<file path="config.mk">
export PLATFORM = sky130hd
export DESIGN_NAME = display_output_controller
export DESIGN_NICKNAME = d
export VERILOG_FILES = /design/src/rtl/display_output_controller.sv
export SDC_FILE = /design/constraint.sdc
export NUM_CORES = 1
export LEC_CHECK = 0
export BUFFER_PORTS_ARGS = -buffer_cell sky130_fd_sc_hd__buf_2
export CAP_MARGIN = 20
export CORE_MARGIN = 3
export CORE_UTILIZATION = 45
export DETAILED_ROUTE_END_ITERATION = 10
export MAX_ROUTING_LAYER = met4
export PLACE_DENSITY_LB_ADDON = 0.1
export SLEW_MARGIN = 20
export SYNTH_ARGS = -nofsm -noshare
export SYNTH_HDL_FRONTEND = slang
export SYNTH_SLANG_ARGS = --single-unit
export TNS_END_PERCENT = 100
</file>
<file path="constraint.sdc">
create_clock -name clk -period 6.6 [get_ports clk]
set_input_delay 1.65 -clock clk [delete_from_list [all_inputs] [get_ports clk]]
set_output_delay 1.65 -clock clk [all_outputs]
set_load 0.02 [all_outputs]
</file>
<file path="src/rtl/display_output_controller.sv">
// Output-port register block: LED register, 16-bit hex display value and enable,
// driving a 4-digit multiplexed active-low 7-segment display.
module display_output_controller #(
  parameter int REFRESH_DIV = 100000,
  parameter int CNT_W       = 20
) (
  input  logic       clk,
  input  logic       reset,
  input  logic       we,
  input  logic [1:0] addr,
  input  logic [7:0] wdata,
  output logic       ack,
  output logic [7:0] led,
  output logic [3:0] an,
  output logic [6:0] seg,
  output logic       dp
);

  logic [15:0]      disp;
  logic             en;
  logic [CNT_W-1:0] cnt;
  logic [1:0]       idx;
  logic [3:0]       nibble;
  logic             cnt_wrap;

  // Active-high gfedcba hex glyphs; inverted at the output register.
  function automatic logic [6:0] hex7(input logic [3:0] v);
    case (v)
      4'h0: hex7 = 7'h3F;
      4'h1: hex7 = 7'h06;
      4'h2: hex7 = 7'h5B;
      4'h3: hex7 = 7'h4F;
      4'h4: hex7 = 7'h66;
      4'h5: hex7 = 7'h6D;
      4'h6: hex7 = 7'h7D;
      4'h7: hex7 = 7'h07;
      4'h8: hex7 = 7'h7F;
      4'h9: hex7 = 7'h6F;
      4'hA: hex7 = 7'h77;
      4'hB: hex7 = 7'h7C;
      4'hC: hex7 = 7'h39;
      4'hD: hex7 = 7'h5E;
      4'hE: hex7 = 7'h79;
      default: hex7 = 7'h71;
    endcase
  endfunction

  always_comb begin
    nibble = disp[3:0];
    case (idx)
      2'd0: nibble = disp[3:0];
      2'd1: nibble = disp[7:4];
      2'd2: nibble = disp[11:8];
      default: nibble = disp[15:12];
    endcase
  end

  assign cnt_wrap = (cnt == CNT_W'(REFRESH_DIV - 1));
  assign dp       = 1'b1;

  // Write handshake: every edge with we=1 is accepted immediately (no stall),
  // and ack is high for exactly the cycle following each accepted write edge.
  always_ff @(posedge clk) begin
    if (reset) begin
      led  <= 8'h00;
      disp <= 16'h0000;
      en   <= 1'b1;
      cnt  <= '0;
      idx  <= 2'd0;
      ack  <= 1'b0;
      an   <= 4'b1111;
      seg  <= 7'h7F;
    end else begin
      ack <= we;
      if (we) begin
        case (addr)
          2'd0: disp[7:0]  <= wdata;
          2'd1: disp[15:8] <= wdata;
          2'd2: led        <= wdata;
          default: en      <= wdata[0];
        endcase
      end

      // Scan runs even while blanked, so re-enabling resumes mid-scan.
      if (cnt_wrap) begin
        cnt <= '0;
        idx <= idx + 2'd1;
      end else begin
        cnt <= cnt + CNT_W'(1);
      end

      if (en) begin
        an  <= ~(4'b0001 << idx);
        seg <= ~hex7(nibble);
      end else begin
        an  <= 4'b1111;
        seg <= 7'h7F;
      end
    end
  end

endmodule

</file>
==> flow_metrics.py <==
metrics = {
    "synthesis": {
        "ys_top_cells_by_area": "dfxtp_1 45%, mux2i_1 12%, nor2_1 7.8%",
        "synth_edf_count": 0,
        "yosys_warnings": 0,
        "yosysTopAreaCellShare_pct": 45.3,
        "synth.most_common_cell": "dfxtp_1",
        "ys.flop_type": "dfxtp_1",
        "syn_inst": 273,
        "yosysSeqAreaShare_pct": 45.3,
        "synthArstFlopShare_pct": 0,
        "yosysTopAreaCell": "dfxtp_1",
        "ys_seq_elements": 59,
        "avgSynthCellArea_sq_um": 9.56,
        "syn_area_sq_um": 2610,
        "synth_fp_nets": 299,
        "synth_commonest_cells": "59 x dfxtp_1, 54 x nor2_1, 30 x mux2i_1, 18 x nand2_1, 14 x xnor2_1",
        "yosysUniqueCellTypes": 39,
    },
    "final_layout": {
        "syn2layout_area_growth_pct": 13.4,
        "post-route-util_pct": 53.1,
        "regArea_sq_um": 1180,
        "drive_gt1_share_pct": 16.8,
        "diodes": 0,
        "fin_nets": 332,
        "fill_cells": 557,
        "multiInputGateArea_sq_um": 1330,
    },
    "clock_network": {
        "ctsHoldBuffers": 0,
        "cts_buffers": 9,
        "clk_pin_slew_ns": 0.06,
        "cts_tree": "built",
        "clk_latency_ns": 0.33,
        "clock_path_buffers": 2,
        "cts-root-buf": "clkbuf_8",
        "htree_levels": 3,
        "numClockSinks": 59,
        "cts_resized": 0,
        "cts_setup_buffers": 0,
    },
    "setup_path": {
        "critical_path_required_ns": 6.77,
        "path_class": "reg2reg",
        "end_kind": "register",
        "cp_data_arrival_time_ns": 2.99,
        "path_max_fanout": 6,
        "start_kind": "register",
    },
    "timing": {
        "period_share_pct": 42.8,
        "rsz0062_at_grt": "false",
        "max_clock_freq_mhz": 354,
        "worst_pin_slew_ns": 0.914,
        "fin_skew_ns": 0.00746,
        "layout_setup_ws_ns": 3.77,
        "hold_viol": 0,
        "drv_slew": 0,
        "maxSlewHeadroom_pct": 39.0,
        "finalCriticalPeriod_ns": 2.83,
        "setup_viol": 0,
        "fin_setup_tns_ns": 0,
    },
    "detailed_routing": {
        "drtPass1Iterations": 5,
        "antenna_left": 0,
        "vias": 1966,
        "drt-initial-drc-count": 102,
        "via_per_inst": 5.15,
        "route.detailed.drc": 0,
        "finalWirelength_mm": 4.88,
        "wl_per_cell_um": 12.8,
    },
    "placed_design": {
        "post-dp-hpwl_mm": 3.46,
        "portBuffers": 32,
        "gp_congestion": 0.759,
        "dpl_worst_slack_ns": 3.58,
    },
    "floorplanning": {
        "rows": 27,
        "fp.dieW_um": 82.1,
        "num_io_pins": 34,
        "die-height_um": 82.1,
        "core_sq_um": 5570,
        "die-area_sq_um": 6750,
        "start_util_pct": 46.8,
    },
    "flow_run": {
        "cap_violations": 0,
    },
    "power_and_ir_drop": {
        "p_per_area_nw_per_um2": 237,
        "vdd_drop_max_mv": 0.112,
        "total_power_mw": 0.702,
        "p_leak_nw": 1.27,
    },
    "min_path": {
        "hold_path.class": "reg2reg",
    },
    "outcome": {
        "status": "completed",
    },
    "global_routing": {
        "grt-ovfl-total": 0,
        "track_usage_pct": 16.8,
        "antenna_found_initial": 0,
        "grt_pass1_vias": 1802,
        "grt_first_pass_wirelength_mm": 8.34,
        "grt_max_degree": 33,
    },
}
-- cells in the final DEF (no fill, tap or decap), types with 3 or more instances in the layout --
master     n
and4_1     3
nor3_1     3
nand2_1   18
nor2b_1    3
o21ai_0    5
xor2_1     5
nand4_1    3
xnor2_1   14
nor4_1     6
nor2_1    54
a222oi_1   4
nand3_1    7
clkinv_2   3
clkbuf_8  10
inv_1      9
buf_2     32
mux2i_1   30
ha_1      13
a21oi_1    5
dfxtp_1   59
-- power by group --
part	total [mW]	switching [mW]	leakage, nW	internal [mW]
registers	0.373	0.00519	0.481	0.368
clock network	0.275	0.132	0.0860	0.142
logic	0.0549	0.0335	0.704	0.0214
total	0.702	0.171	1.27	0.531
-- per-stage QoR --
step                instances  hold slack (ns)  cell area [sq um]
floorplan                 273            0.426               2610
detailed placement        367            0.453               2800
global route              382            0.499               2960
finish                    382            0.460               2960
CTS                       382            0.467               2960
global placement          367            0.439               2800
-- layout make-up --
| class | instances | area share [%] |
|---|---|---|
| Multi-Input combinational cell | 194 | 44.8 |
| Sequential cell | 59 | 39.9 |
| Timing Repair Buffer | 33 | 5.67 |
| Clock buffer | 12 | 4.91 |
| Tap cell | 72 | 3.05 |
| Inverter | 9 | 1.14 |
| Clock inverter | 3 | 0.508 |
-- worst max-delay path, stage by stage, from the launching register on --
cell	delay (ns)
dfxtp_1	0.43
inv_1	0.09
ha_1	0.29
a222oi_1	0.41
nand2_1	0.08
o21ai_0	0.31
inv_1	0.19
ha_1	0.35
a2111oi_0	0.44
a41oi_1	0.08
-- registers in the layout, summed over array words and instances, names as in the netlist --
| name | cells |
|---|---|
| idx | 2 |
| seg | 7 |
| en | 1 |
| disp | 16 |
| cnt | 20 |
| an | 4 |
| led | 8 |
| ack | 1 |
-- path summary, 6_finish.rpt --
path | from | slack [ns] | end | cells after the start
setup / recovery | idx[0] | 3.77 | seg[3] | 9
setup reg to reg | idx[0] | 3.77 | seg[3] | 9
hold reg to reg | cnt[0] | 0.46 | cnt[0] | 1
hold / removal | cnt[0] | 0.46 | cnt[0] | 1
-- cells by family (layout without fill, tap and decap cells) --
| family | Yosys count | in the layout | synth area share [%] |
|---|---|---|---|
| simple gates | 110 | 110 | 20.4 |
| compound gates | 19 | 19 | 5.28 |
| xor+xnor | 19 | 19 | 6.38 |
| other cells | 1 | 1 | 0.144 |
| flops | 59 | 59 | 45.3 |
| mux | 32 | 32 | 12.4 |
| buf+inv | 20 | 57 | 3.93 |
| fa+ha+maj | 13 | 13 | 6.24 |
-- routing by layer --
layer  GRT usage [%]  vias to the layer above  part of all wire (%)
li1                -                      992                     -
met1            22.2                      921                    50
met3            3.90                        9                   4.7
met2            23.7                       44                    43
met4            8.97                        0                   1.9
met5               -                        -                     0
Power figures use the tool's default switching activity.
